==> src/rtl/tlb_mutex_arb_if.sv <==
// Signal bundle between the translation FSMs, the TLB mutex arbiter and the shared TLB lookup port.
// "slave" is the arbiter side; "master" is the requester/TLB side.
interface tlb_mutex_arb_if #(
  parameter int N_CHAN    = 2,
  parameter int ADDR_BITS = 48,
  parameter int PID_BITS  = 6
);
  localparam int OW = $clog2(N_CHAN);

  // Lock handshake
  logic [N_CHAN-1:0]           lock_req;
  logic [N_CHAN-1:0]           unlock;
  logic [N_CHAN-1:0]           grant;
  logic [OW-1:0]               owner;
  logic                        busy;

  // Per-channel lookups, channel 0 in the LSBs
  logic [N_CHAN*ADDR_BITS-1:0] s_addr;
  logic [N_CHAN*PID_BITS-1:0]  s_pid;
  logic [N_CHAN-1:0]           s_wr;
  logic [N_CHAN-1:0]           s_strm;
  logic [N_CHAN-1:0]           s_valid;

  // Muxed lookup towards the TLB
  logic [ADDR_BITS-1:0]        m_addr;
  logic [PID_BITS-1:0]         m_pid;
  logic                        m_wr;
  logic                        m_strm;
  logic                        m_valid;

  // Status
  logic                        viol;
  logic                        wdog_irq;
  logic [OW-1:0]               wdog_ch;

  modport slave (
    input  lock_req, unlock, s_addr, s_pid, s_wr, s_strm, s_valid,
    output grant, owner, busy, m_addr, m_pid, m_wr, m_strm, m_valid,
    output viol, wdog_irq, wdog_ch
  );

  modport master (
    output lock_req, unlock, s_addr, s_pid, s_wr, s_strm, s_valid,
    input  grant, owner, busy, m_addr, m_pid, m_wr, m_strm, m_valid,
    input  viol, wdog_irq, wdog_ch
  );
endinterface

==> src/rtl/tlb_mutex_arb.sv <==
// N-channel round-robin mutex guarding the shared TLB lookup port; the owner's lookup is muxed to the TLB.
// Optional hold watchdog enabled by defining TLB_ARB_WDOG_EN.
module tlb_mutex_arb #(
  parameter int N_CHAN    = 2,
  parameter int ADDR_BITS = 48,
  parameter int PID_BITS  = 6,
  parameter int WDOG_CYC  = 1024
) (
  input logic             aclk,
  input logic             aresetn,
  tlb_mutex_arb_if.slave  bus
);
   localparam int OW = $clog2(N_CHAN);
   localparam int HW = $clog2(WDOG_CYC) + 1;

   typedef enum logic {IDLE, LOCKED} state_t;

   state_t            state;
   logic [N_CHAN-1:0] grant_q;
   logic [OW-1:0]     owner_q;
   logic [OW-1:0]     rr_q;
   logic              busy_q;
   logic [HW-1:0]     hold_cnt;
   logic              viol_q;

   logic [OW-1:0]     pick_idx;
   logic              pick_vld;
   logic [OW-1:0]     owner_succ;
   logic              unlock_own;
   logic              wdog_fire;
   logic [N_CHAN-1:0] stray;

   // First requester at or after the round-robin pointer, wrapping.
   // NOTE: every always_comb output gets a default first so no latch is inferred.
   always_comb begin
      pick_idx = '0;
      pick_vld = 1'b0;
      for (int k = 0; k < N_CHAN; k++) begin
         if (!pick_vld && bus.lock_req[(int'(rr_q) + k) % N_CHAN]) begin
            pick_vld = 1'b1;
            pick_idx = OW'((int'(rr_q) + k) % N_CHAN);
         end
      end
   end

   assign owner_succ = (int'(owner_q) == N_CHAN - 1) ? '0 : owner_q + OW'(1);
   assign unlock_own = bus.unlock[owner_q];

`ifdef TLB_ARB_WDOG_EN
   logic          wdog_irq_q;
   logic [OW-1:0] wdog_ch_q;

   // An owner unlock in the expiry cycle takes precedence over eviction.
   assign wdog_fire = (state == LOCKED) && !unlock_own && (hold_cnt == HW'(WDOG_CYC - 1));

   always_ff @(posedge aclk or negedge aresetn) begin
      if (!aresetn) begin
         wdog_irq_q <= 1'b0;
         wdog_ch_q  <= '0;
      end else begin
         wdog_irq_q <= wdog_fire;
         if (wdog_fire) wdog_ch_q <= owner_q;
      end
   end

   assign bus.wdog_irq = wdog_irq_q;
   assign bus.wdog_ch  = wdog_ch_q;
`else
   logic unused_hold_cnt;

   // Hold counter is kept for debug visibility only in this build.
   assign wdog_fire       = 1'b0;
   assign unused_hold_cnt = ^hold_cnt;
   assign bus.wdog_irq    = 1'b0;
   assign bus.wdog_ch     = '0;
`endif

   // Ownership FSM; grant, owner and busy are registered alongside the state.
   // NOTE: sequential state uses non-blocking assignments so all registers update from pre-edge values.
   always_ff @(posedge aclk or negedge aresetn) begin
      if (!aresetn) begin
         state    <= IDLE;
         grant_q  <= '0;
         owner_q  <= '0;
         rr_q     <= '0;
         busy_q   <= 1'b0;
         hold_cnt <= '0;
      end else begin
         case (state)
            IDLE: begin
               if (pick_vld) begin
                  state    <= LOCKED;
                  busy_q   <= 1'b1;
                  grant_q  <= N_CHAN'(1) << pick_idx;
                  owner_q  <= pick_idx;
                  hold_cnt <= '0;
               end
            end
            LOCKED: begin
               if (unlock_own || wdog_fire) begin
                  state   <= IDLE;
                  busy_q  <= 1'b0;
                  grant_q <= '0;
                  rr_q    <= owner_succ;
               end else if (hold_cnt != '1) begin
                  hold_cnt <= hold_cnt + HW'(1);
               end
            end
            default: begin
               state   <= IDLE;
               busy_q  <= 1'b0;
               grant_q <= '0;
            end
         endcase
      end
   end

   // grant_q is zero while idle, so every unlock/valid outside the owner's bit is stray.
   assign stray = (bus.unlock | bus.s_valid) & ~grant_q;

   always_ff @(posedge aclk or negedge aresetn) begin
      if (!aresetn) viol_q <= 1'b0;
      else          viol_q <= |stray;
   end

   assign bus.grant   = grant_q;
   assign bus.owner   = owner_q;
   assign bus.busy    = busy_q;
   assign bus.viol    = viol_q;

   assign bus.m_addr  = bus.s_addr[int'(owner_q)*ADDR_BITS +: ADDR_BITS];
   assign bus.m_pid   = bus.s_pid[int'(owner_q)*PID_BITS +: PID_BITS];
   assign bus.m_wr    = bus.s_wr[owner_q];
   assign bus.m_strm  = bus.s_strm[owner_q];
   assign bus.m_valid = busy_q & bus.s_valid[owner_q];

endmodule

==> src/flat_wrapper.sv <==
// flat-port wrapper written by rule: the top's interface ports become plain ports
module tlb_mutex_arb_flat 
#(
  parameter int N_CHAN    = 2,
  parameter int ADDR_BITS = 48,
  parameter int PID_BITS  = 6,
  parameter int WDOG_CYC  = 1024
)
  (aclk, aresetn, bus_lock_req, bus_unlock, bus_s_addr, bus_s_pid, bus_s_wr, bus_s_strm, bus_s_valid, bus_grant, bus_owner, bus_busy, bus_m_addr, bus_m_pid, bus_m_wr, bus_m_strm, bus_m_valid, bus_viol, bus_wdog_irq, bus_wdog_ch);
  tlb_mutex_arb_if #(.N_CHAN(N_CHAN), .ADDR_BITS(ADDR_BITS), .PID_BITS(PID_BITS)) bus_i ();
  input logic aclk;
  input logic aresetn;
  input wire logic [$bits(bus_i.lock_req)-1:0] bus_lock_req;
  input wire logic [$bits(bus_i.unlock)-1:0] bus_unlock;
  input wire logic [$bits(bus_i.s_addr)-1:0] bus_s_addr;
  input wire logic [$bits(bus_i.s_pid)-1:0] bus_s_pid;
  input wire logic [$bits(bus_i.s_wr)-1:0] bus_s_wr;
  input wire logic [$bits(bus_i.s_strm)-1:0] bus_s_strm;
  input wire logic [$bits(bus_i.s_valid)-1:0] bus_s_valid;
  output wire logic [$bits(bus_i.grant)-1:0] bus_grant;
  output wire logic [$bits(bus_i.owner)-1:0] bus_owner;
  output wire logic [$bits(bus_i.busy)-1:0] bus_busy;
  output wire logic [$bits(bus_i.m_addr)-1:0] bus_m_addr;
  output wire logic [$bits(bus_i.m_pid)-1:0] bus_m_pid;
  output wire logic [$bits(bus_i.m_wr)-1:0] bus_m_wr;
  output wire logic [$bits(bus_i.m_strm)-1:0] bus_m_strm;
  output wire logic [$bits(bus_i.m_valid)-1:0] bus_m_valid;
  output wire logic [$bits(bus_i.viol)-1:0] bus_viol;
  output wire logic [$bits(bus_i.wdog_irq)-1:0] bus_wdog_irq;
  output wire logic [$bits(bus_i.wdog_ch)-1:0] bus_wdog_ch;
  assign bus_i.lock_req = bus_lock_req;
  assign bus_i.unlock = bus_unlock;
  assign bus_i.s_addr = bus_s_addr;
  assign bus_i.s_pid = bus_s_pid;
  assign bus_i.s_wr = bus_s_wr;
  assign bus_i.s_strm = bus_s_strm;
  assign bus_i.s_valid = bus_s_valid;
  assign bus_grant = bus_i.grant;
  assign bus_owner = bus_i.owner;
  assign bus_busy = bus_i.busy;
  assign bus_m_addr = bus_i.m_addr;
  assign bus_m_pid = bus_i.m_pid;
  assign bus_m_wr = bus_i.m_wr;
  assign bus_m_strm = bus_i.m_strm;
  assign bus_m_valid = bus_i.m_valid;
  assign bus_viol = bus_i.viol;
  assign bus_wdog_irq = bus_i.wdog_irq;
  assign bus_wdog_ch = bus_i.wdog_ch;
  tlb_mutex_arb #(.N_CHAN(N_CHAN), .ADDR_BITS(ADDR_BITS), .PID_BITS(PID_BITS), .WDOG_CYC(WDOG_CYC)) u_core (.aclk(aclk), .aresetn(aresetn), .bus(bus_i));
endmodule
==> config.mk <==
export PLATFORM = sky130hd
export DESIGN_NAME = tlb_mutex_arb_flat
export DESIGN_NICKNAME = d
export VERILOG_FILES = /design/src/rtl/tlb_mutex_arb_if.sv /design/src/rtl/tlb_mutex_arb.sv /design/src/flat_wrapper.sv
export SDC_FILE = /design/constraint.sdc
export NUM_CORES = 1
export LEC_CHECK = 0
export CORE_AREA = 2 2 71 73
export CTS_CLUSTER_SIZE = 25
export DETAILED_ROUTE_END_ITERATION = 8
export DIE_AREA = 0 0 73 75
export HOLD_SLACK_MARGIN = 0.05
export PLACE_DENSITY_LB_ADDON = 0.15
export SYNTH_ARGS = -nofsm -noshare
export SYNTH_HDL_FRONTEND = slang
export SYNTH_SLANG_ARGS = --single-unit
==> constraint.sdc <==
create_clock -name aclk -period 2.4 [get_ports aclk]
set_clock_uncertainty 0.1 [all_clocks]
set_input_delay 0.48 -clock aclk [delete_from_list [all_inputs] [get_ports aclk]]
set_output_delay 0.48 -clock aclk [all_outputs]
set_load 0.03 [all_outputs]
Word level (Yosys, flattened, before mapping)
Cells that the tools add are included.

storage, ports and cells
  register bits after elaboration = 7
  latch bits = 0
  RAM bits = 0
  memory bits (read-only) = 0
  bits of input ports = 120
  output and inout port bits = 64
  logic and storage cells = 57
  memories kept = 0

operators by class
  add/subtract/negate cells = 2
  multipliers = 2
  divide/modulo/power cells = 0
  magnitude comparators = 3
  equality and inequality tests = 2
  shift operators = 3
  muxes and demuxes = 27
  bitwise operators = 6
  reduce and logical (&&, ||, !) cells = 6

operators by type and width
  kind                 number
  $shiftx 96x32->48    1
  $shiftx 12x32->6     1
  $mux 1               22
  $mul 1x2->3 const B  2
  $reduce_and 2->1     3
  $lt 1x2->1 const B   2
  $mux 2               2
  $pmux 1 s2           2
  $pmux 2 s2           1
  $lt 2x3->1 const B   1
  $add 1x1->1 const B  2
  $and 2x2->2          1
  $ne 2x1->1 const B   1
  $ne 2x2->1 const B   1
  $not 2->2            1
  $or 2x2->2           1
  $reduce_or 2->1      1
  $shl 1x1->2 const A  1
  $and 1x1->1          1
  $and 1x1->1 const A  1
  $logic_and 1x1->1    1
  $logic_not 1->1      1
  $not 1->1            1

Depth between registers and ports, before layout
Gate-level depths: netlist of run 1.

  depth in word-level cells = 10
  gate-level depth with buffers = 4
  depth with buffers taken out = 3

Worst setup path before layout of run 1
OpenSTA, ideal clock, no wires.

  path type = register -> output
  start = register u_core.owner_q, in the netlist u_core.bus.owner
  end = output bus_m_valid
  data arrival time = 1,336 ps
  data required time = 1,820 ps
  slack = 484 ps
  cell stages (with the launch flop) = 5
  buffers on the path = 2
  cell sequence = dfrtp_1 -> buf_6 -> buf_6 -> mux2i_1 -> nor2b_1

between the ends
  longest elaborated chain between the ends = 3

ends and longest elaborated chain
  item                                       line                  RTL
  start: declaration                         tlb_mutex_arb.sv:20   logic [OW-1:0] owner_q;
  start signal: assignment                   tlb_mutex_arb.sv:95   owner_q <= pick_idx;
  $mux 1 (not written as such) (2 in a row)  tlb_mutex_arb.sv:135  assign bus.m_valid = busy_q & bus.s_valid[owner_q];
  $and 1x1->1                                tlb_mutex_arb.sv:135
  end: declaration                           flat_wrapper.sv:27    output wire logic [$bits(bus_i.m_valid)-1:0] bus_m_valid;

Every way passes these cells. The select of a mux whose other input is x is not followed.

Final worst setup path of run 1
  start = register u_core.owner_q, in the netlist u_core.bus.owner
  end = output bus_m_addr[20]

between the ends
  longest elaborated chain between the ends = 2

ends and longest elaborated chain
  item               line                  RTL
  $mul 1x2->3        tlb_mutex_arb.sv:131  assign bus.m_addr = bus.s_addr[int'(owner_q)*ADDR_BITS +: ADDR_BITS];
  $shiftx 96x32->48  tlb_mutex_arb.sv:131
  end: declaration   flat_wrapper.sv:23    output wire logic [$bits(bus_i.m_addr)-1:0] bus_m_addr;

Every way passes these cells.

==> impl_summary.md, run 1 <==
Power and ir drop
The maximum resistive drop on vdd is 0.000508 V. The analysis attributes to cell leakage a power of 1.29 nW. Dividing total power by cell area gives a power density of 926 mW/mm^2.

Routing
Wires add up to 5.80 mm. The detail route stage leaves a number of antenna-violating nets equal to 0. The number of DRC markers in iteration 0 is 24. Across all layers, the routed design uses 1480 vias. The via density per instance is 4.39. The post-detailed-route wirelength per cell is 17.2 um.

The pre-antenna-repair detailed-routing pass consisted of 4 iterations. After detailed routing, the number of remaining DRC violations is 0.

Timing
The final critical-path required period is 2190 ps. The final hold slack is 403 ps. The upper clock frequency limit is 457 MHz.

The final critical path takes up 91.2% of the cycle. The final setup violation count is 0. Setup repair after global routing left no endpoint under its margin. The final sum of negative setup slack is 0 ps. The final number of hold-violating endpoints came to 0. The number of max-slew violations in the final report was 0.

Yosys
After synthesis the netlist holds a flip-flop and latch count of 7. In this run, distinct cell masters in the synthesized netlist total 23. The number of cells produced by synthesis is 101. The sequential fraction of the synthesis area is 16.8%. The Yosys step of the flow raised 0 warnings.

In this run the cell area of the synthesized design comes to 0.00104 sq mm. A synthesized cell averages 10.3 sq um.

Global routing
The via count of the first global-routing pass was 1452. Entering global routing, the biggest net connects 20 pins. The wire length of the first global-routing pass is 8.11 mm. The overall routing resource usage is 19.5%. The total overflow left after global routing is 0. The number of antenna violations at the first check in global routing was 0.

Run
The number of maximum-capacitance constraint violations is 0.

Floorplan
The floorplan die area is 0.00548 sq mm. The count of pins on the block boundary is 184. In this run the standard cell core region covers 0.00466 sq mm. The initialized floorplan defines 25 standard-cell rows. The die is 73 um wide.

The height of the die is 75 um. The starting density of the core is 22.3%.

Clock tree
After clock tree synthesis, the clock-pin slew on the worst setup and hold paths is 40 ps. The worst-skew pair later-pin latency is 240 ps. The root buffer cell is clkbuf_8. In this run, CTS created clock tree buffers numbering 3.

The deepest level of the CTS H-tree is 1. The number of sinks driven by the clock tree is 7. The buffer depth of the longest clock path is 2. TritonCTS built the clock tree.

Layout
The total number of nets in the final design is 404. The repair_antennas step left the layout with diodes totalling 0. The commonest non-fill, non-tap cell in the layout is clkdlybuf4s50_1. The area added between synthesis and finish is 187%.

The fraction of layout cells with a size suffix above 1 is 27.6%. The total of fill cells in the finished design is 426. The top cell types in the final layout, fill and taps aside, are clkdlybuf4s50_1 (124), mux2_2 (56), dlygate4sd2_1 (44).

Worst hold path
The worst min-delay path category is reg2reg. The terminating pin of the worst hold path is u_core.rr_q$_DFFE_PN0P_. The startpoint of the lowest-slack hold path is u_core.rr_q$_DFFE_PN0P_. The worst hold path was traced through 2 stages.

Worst setup path
On the worst path, the slowest cell contributes a delay of 460 ps. STA classifies the critical path endpoint as an output port. The data required time of the critical path is 1820 ps. The setup check on the worst reg-to-reg path leaves a slack of 1100 ps. Traced cell by cell, the critical path runs through buf_4 -> mux2_2 -> dlygate4sd2_1. The worst path arrival time is 1610 ps. Measured in cells, the most critical reg-to-reg path has a length of 3. The worst setup path is of the reg2out kind. The end of the worst register-to-register path is u_core.bus.grant[1]$_DFFE_PN0P_.

Among all stages on the critical path, the largest delay is contributed by dfrtp_2. The cell type group with the largest total delay on the critical path is buffers and inverters. The startpoint class of the critical path is a register. Together, buffers and inverters on the worst path number 2. The launch instance of the worst register-to-register path is u_core.bus.owner$_DFFE_PN0P_. The largest fanout on the critical path is 8.

Place
The weighted congestion at the end of routability-driven global placement is 0.731. The post-detailed-placement half-perimeter wirelength is 5.00 mm. The count of port buffers added during placement is 181.

Outcome
The run finished with clean final reports.
[state kept, by name (all words and copies together) (netlist names)]
name	flops
u_core.bus.busy	1
u_core.bus.grant	2
u_core.bus.owner	1
u_core.bus.viol	1
u_core.rr_q	1
u_core.state	1
[worst max path at each step]
stage | cells past startpoint | end | slack (ps) | start
6_report | 3 | bus_m_addr[20] | 210 | u_core.bus.owner$_DFFE_PN0P_
5_1_grt | 3 | bus_m_pid[1] | 160 | u_core.bus.owner$_DFFE_PN0P_
2_1_floorplan | 4 | bus_m_valid | 480 | u_core.bus.owner$_DFFE_PN0P_
3_5_place_dp | 3 | bus_m_addr[6] | 30 | bus_s_addr[54]
4_1_cts | 3 | bus_m_addr[25] | 2 | u_core.bus.owner$_DFFE_PN0P_
3_3_place_gp | 3 | bus_m_addr[38] | 50 | bus_s_addr[86]
[layer usage]
metal	global-route usage (%)	vias to the layer above	share of wire (%)
li1	-	731	-
met1	22.3	671	35
met2	35.8	71	55
met3	4.15	7	8.0
met4	7.00	0	1.5
met5	0	-	0
[layout make-up]
| cell class | count | area (sq um) | share of cell area (%) |
|---|---|---|---|
| Multi-Input combinational cell | 84 | 798 | 26.8 |
| Inverter | 1 | 3.75 | 0.126 |
| Tap cell | 54 | 67.6 | 2.27 |
| Clock buffer | 3 | 41.3 | 1.39 |
| Sequential cell | 7 | 176 | 5.92 |
| Clock inverter | 1 | 5.00 | 0.168 |
| Timing Repair Buffer | 187 | 1890 | 63.3 |
[stage by stage]
step	power, mW	utilization, %	instance area, sq um	std cells	setup WS, ps
floorplan	1.70	-	1040	102	484
global placement	2.75	63.6	2970	332	48.6
detailed placement	2.77	63.6	2970	332	26.1
CTS	2.80	63.6	2960	337	2.37
global route	2.90	63.9	2980	337	159
finish	2.76	63.9	2980	337	212
[tightest hold or removal path, delay by kind of cell, from the launching register on]
kind            cells  cell delay (ps)
compound gates      1               50
flops               1              360
simple gates        1               50
[cells in the mapped netlist]
cell type  instances  area, sq um
inv_1              1         3.75
a21oi_1            1         5.00
mux2_4             1         15.0
nand3b_1           1         7.51
mux2_2            56          631
conb_1             1         3.75
nor3_1             1         5.00
nand2b_1           1         6.26
a21oi_2            2         17.5
mux2i_1            1         10.0
dfrtp_1            7          175
o21a_1             1         7.51
nand2_1            5         18.8
nor2b_1            1         6.26
buf_4              2         15.0
o22ai_1            3         18.8
a22oi_1            1         7.51
o21ba_2            1         10.0
buf_2              5         25.0
nor2_1             4         15.0
o21ai_0            2         10.0
clkbuf_1           1         3.75
buf_6              2         22.5
[kinds of logic (layout without fill, tap and decap cells)]
family          count (synthesis)  in the layout  synth area share (%)
buf+inv                        11            192                  6.74
simple gates                   13             13                  5.66
compound gates                 11             11                  7.34
other cells                     1              2                 0.361
flops                           7              7                  16.8
mux                            58             58                  63.1
[report_power, final]
part	leakage [nW]	switching, mW	total, mW	internal, mW
combinational	1.18	1.19	2.33	1.13
sequential	0.0804	0.0843	0.259	0.174
clock	0.0255	0.0604	0.174	0.113
[timing repair]
action / in CTS / in global routing
buffers inserted: 1 / 0
endpoints found under the setup margin: 46 / 6
hold buffers: 0 / 0
resized for setup: 44 / 6
endpoints found under the hold margin: 0 / 0
Power figures use the tool's default switching activity.
==> run 2: changes to the inputs <==
--- a/config.mk
+++ b/config.mk
@@ -5,10 +5,11 @@
 export SDC_FILE = /design/constraint.sdc
 export NUM_CORES = 1
 export LEC_CHECK = 0
-export CORE_AREA = 2 2 71 73
+export CORE_ASPECT_RATIO = 1.75
+export CORE_MARGIN = 1.5
+export CORE_UTILIZATION = 19
 export CTS_CLUSTER_SIZE = 25
 export DETAILED_ROUTE_END_ITERATION = 8
-export DIE_AREA = 0 0 73 75
 export HOLD_SLACK_MARGIN = 0.05
 export PLACE_DENSITY_LB_ADDON = 0.15
 export SYNTH_ARGS = -nofsm -noshare
==> constraint.sdc (replaced) <==
create_clock -name aclk -period 1.9 [get_ports aclk]
set_clock_uncertainty 0.1 [all_clocks]
set_input_delay 0.38 -clock aclk [delete_from_list [all_inputs] [get_ports aclk]]
set_output_delay 0.38 -clock aclk [all_outputs]
set_load 0.1 [all_outputs]
==> run 2 against run 1 <==
Compared with the run above:
- the run now ends with setup timing left
- final area up 26%
- global-route usage down 0.54 points
- via count up 4.7%
- register-to-register slack worse by 550 ps
- combinational power rose to 2.9 times the previous value
- critical path type unchanged
- critical endpoint is now bus_m_addr[27]
- highest routed layer unchanged
==> impl_summary.md, run 2 (same netlist as run 1, synthesis figures left out) <==
Worst setup path
The worst setup path is launched from a register. The worst setup path is captured at an output port. The setup slack of the worst register-to-register path came to 550 ps (-550 ps). The largest fanout on the critical path is 13 (+5). The launch instance of the worst register-to-register path is u_core.bus.owner$_DFFE_PN0P_.

The worst-case reg-to-reg path depth came to 3 (unchanged). The endpoint identified for the worst register-to-register timing path is u_core.bus.busy$_DFFE_PN0P_. The data required time of the critical path was 1420 ps (-400 ps).

The classification of the worst setup path is reg2out. The worst path arrival time is 1470 ps (-140 ps).

Routing
The total number of vias came to 1549 (+4.7%). The number of detailed-route iterations in the first pass is 3 (-1). The total wirelength of the detailed-routed design is 5.98 mm (+3.2%). The number of DRC markers in iteration 0 is 31 (+29%). The post-detailed-route wirelength per cell is 17.8 um (+3.5%).

The via density per instance is 4.61 (+5.0%). The remaining antenna violation count after routing is 0 (unchanged). The DRC violation count after routing is 0 (unchanged).

Timing
The final setup violation count is 43 (+43). The post-layout worst setup margin is -45.1 ps (-257 ps). The final hold slack is 315 ps (-87.9 ps). The final number of hold-violating endpoints is 0 (unchanged). Derived from the worst setup path, the maximum achievable clock frequency is 514 MHz. The routed design could run at a clock period as short as 1950 ps.

The final cycle utilization of the critical path is 102%. Setup repair after global routing could not meet its margin everywhere. The number of max-slew violations in the final report was 0 (unchanged).

Outcome
The flow ran to the end, but the final reports show violations. The final reports fail on setup timing.

Global routing
The total overflow reported by the global router came to 0 (unchanged). The overall routing resource usage is 19.0% (-0.54 points). The pin count of the biggest net entering global routing came to 28 (+40%). The number of antenna violations at the first check in global routing is 0 (unchanged). The via count of the first global-routing pass is 1621 (+12%).

The wire length of the first global-routing pass is 8.63 mm (+6.4%).

Place
The number of placed cells counting well taps is 331 (-0.30%). The weighted congestion at the end of routability-driven global placement is 0.752 (+3.0%). The count of port buffers added during placement is 181 (unchanged).

The post-detailed-placement half-perimeter wirelength is 5.17 mm (+3.3%). The post-detailed-placement cell area is 0.00362 sq mm (+22%).

Clock tree
The number of sinks driven by the clock tree is 7 (unchanged). The clock edge transition at the registers on the reported setup and hold paths came to 40 ps (about the same). The count of hold buffers inserted by post-cts repair is 0 (unchanged).

TritonCTS built the clock tree. The tree is rooted in a clkbuf_8. The deepest level of the CTS H-tree is 1 (unchanged). The worst-skew pair later-pin latency is 230 ps (about the same). The buffer depth of the longest clock path is 2 (unchanged). The number of buffers inserted by post-CTS setup repair is 0 (-1).

The number of clock buffers inserted by TritonCTS is 3 (unchanged).

Layout
The area added between synthesis and finish is 260%. The number of flip-flops in the largest register is 2 (unchanged). The total of fill cells in the finished design is 384 (-9.9%). The number of antenna diodes came to 0 (unchanged). Leaving out fill and tap cells, the most frequent cells in the layout are clkdlybuf4s50_1 (119), buf_12 (64), mux2_4 (34). The commonest non-fill, non-tap cell in the layout is clkdlybuf4s50_1. The fraction of layout cells with a size suffix above 1 is 47.3% (+20 points). The total number of nets in the final design is 402 (-0.50%). The post-route cell area is 0.00374 sq mm (+26%). The utilization after layout is 71.2% (+7.2 points). The final cell count without fillers was 336 (-0.30%).

Floorplan
The height of the die was 101 um (+34%). The floorplan core area is 0.00526 sq mm (+13%). The number of placement rows is 35 (+40%).

The count of pins on the block boundary is 184 (unchanged). The floorplan die area is 0.00594 sq mm (+8.5%). The horizontal extent of the die is 58.9 um (-19%). The starting density of the core was 19.8% (-2.5 points).

Power and ir drop
The cell leakage power is 1.62 nW (+26%). The power density normalized to cell area is 1970 mW/mm^2 (+110%). The total power is 7.39 mW (+170%).

The maximum resistive drop on vdd is 0.00141 V (+180%).

Worst hold path
The min-delay analysis places its worst path in the category in2async.

Run
The number of maximum-capacitance constraint violations was 0 (unchanged).
[run 2: worst max path at each step]
stage                                 start             end  slack (ps)  cells past startpoint
3_3_place_gp                 bus_s_valid[1]     bus_m_valid         140                      4
4_1_cts        u_core.bus.owner$_DFFE_PN0P_  bus_m_addr[33]         -60                      3
6_report       u_core.bus.owner$_DFFE_PN0P_  bus_m_addr[27]         -50                      3
3_5_place_dp                 bus_s_valid[1]     bus_m_valid         120                      4
5_1_grt        u_core.bus.owner$_DFFE_PN0P_  bus_m_addr[21]         -90                      3
2_1_floorplan  u_core.bus.owner$_DFFE_PN0P_     bus_m_valid        -140                      4
[run 2: per-layer routing]
metal | GRT usage (%) | part of all wire [%] | wire [um] | vias up
met1 | 19.0 | 32 | 1920 | 703
met2 | 37.0 | 56 | 3320 | 115
met4 | 3.67 | 1.2 | 69 | 0
met5 | 0 | 0 | 0 | -
li1 | - | - | - | 726
met3 | 5.78 | 11 | 670 | 5
[run 2: critical path: stages, from the launching register on]
cell     delay, ps
dfrtp_4        470
buf_6          200
mux2_2         380
buf_12         170
[run 2: area by class of cell]
type / instances / area, sq um / share of cell area (%)
well taps: 55 / 68.8 / 1.84
multi-input cells: 84 / 933 / 25.0
clock buffers: 4 / 45.0 / 1.20
repair buffers: 185 / 2510 / 67.1
inverters: 1 / 3.75 / 0.100
flip-flops and latches: 7 / 180 / 4.82
[run 2: power breakdown]
| part | total [mW] | switching [mW] | internal [mW] |
|---|---|---|---|
| clock | 0.219 | 0.0727 | 0.146 |
| combinational | 6.81 | 4.12 | 2.70 |
| sequential | 0.356 | 0.128 | 0.228 |
[run 2: timing repair]
| item | CTS | global route |
|---|---|---|
| endpoints found under the setup margin | 47 | 57 |
| resized for setup | 3 | 10 |
| gates cloned | 0 | 1 |
[run 2: per-stage QoR]
step           setup TNS [ps]  setup WS [ps]
2_1_floorplan           -4540           -145
3_3_place_gp                0            137
3_5_place_dp                0            118
4_1_cts                 -1210          -62.2
5_1_grt                 -3230          -92.2
6_report                -1320          -45.1
==> run 3: changes to the inputs <==
--- a/config.mk
+++ b/config.mk
@@ -10,6 +10,7 @@
 export CORE_UTILIZATION = 19
 export CTS_CLUSTER_SIZE = 25
 export DETAILED_ROUTE_END_ITERATION = 8
+export GPL_ROUTABILITY_DRIVEN = 1
 export HOLD_SLACK_MARGIN = 0.05
 export PLACE_DENSITY_LB_ADDON = 0.15
 export SYNTH_ARGS = -nofsm -noshare
==> results of run 3 <==
No change in the layout: final DEF, timing and power equal those of run 2.
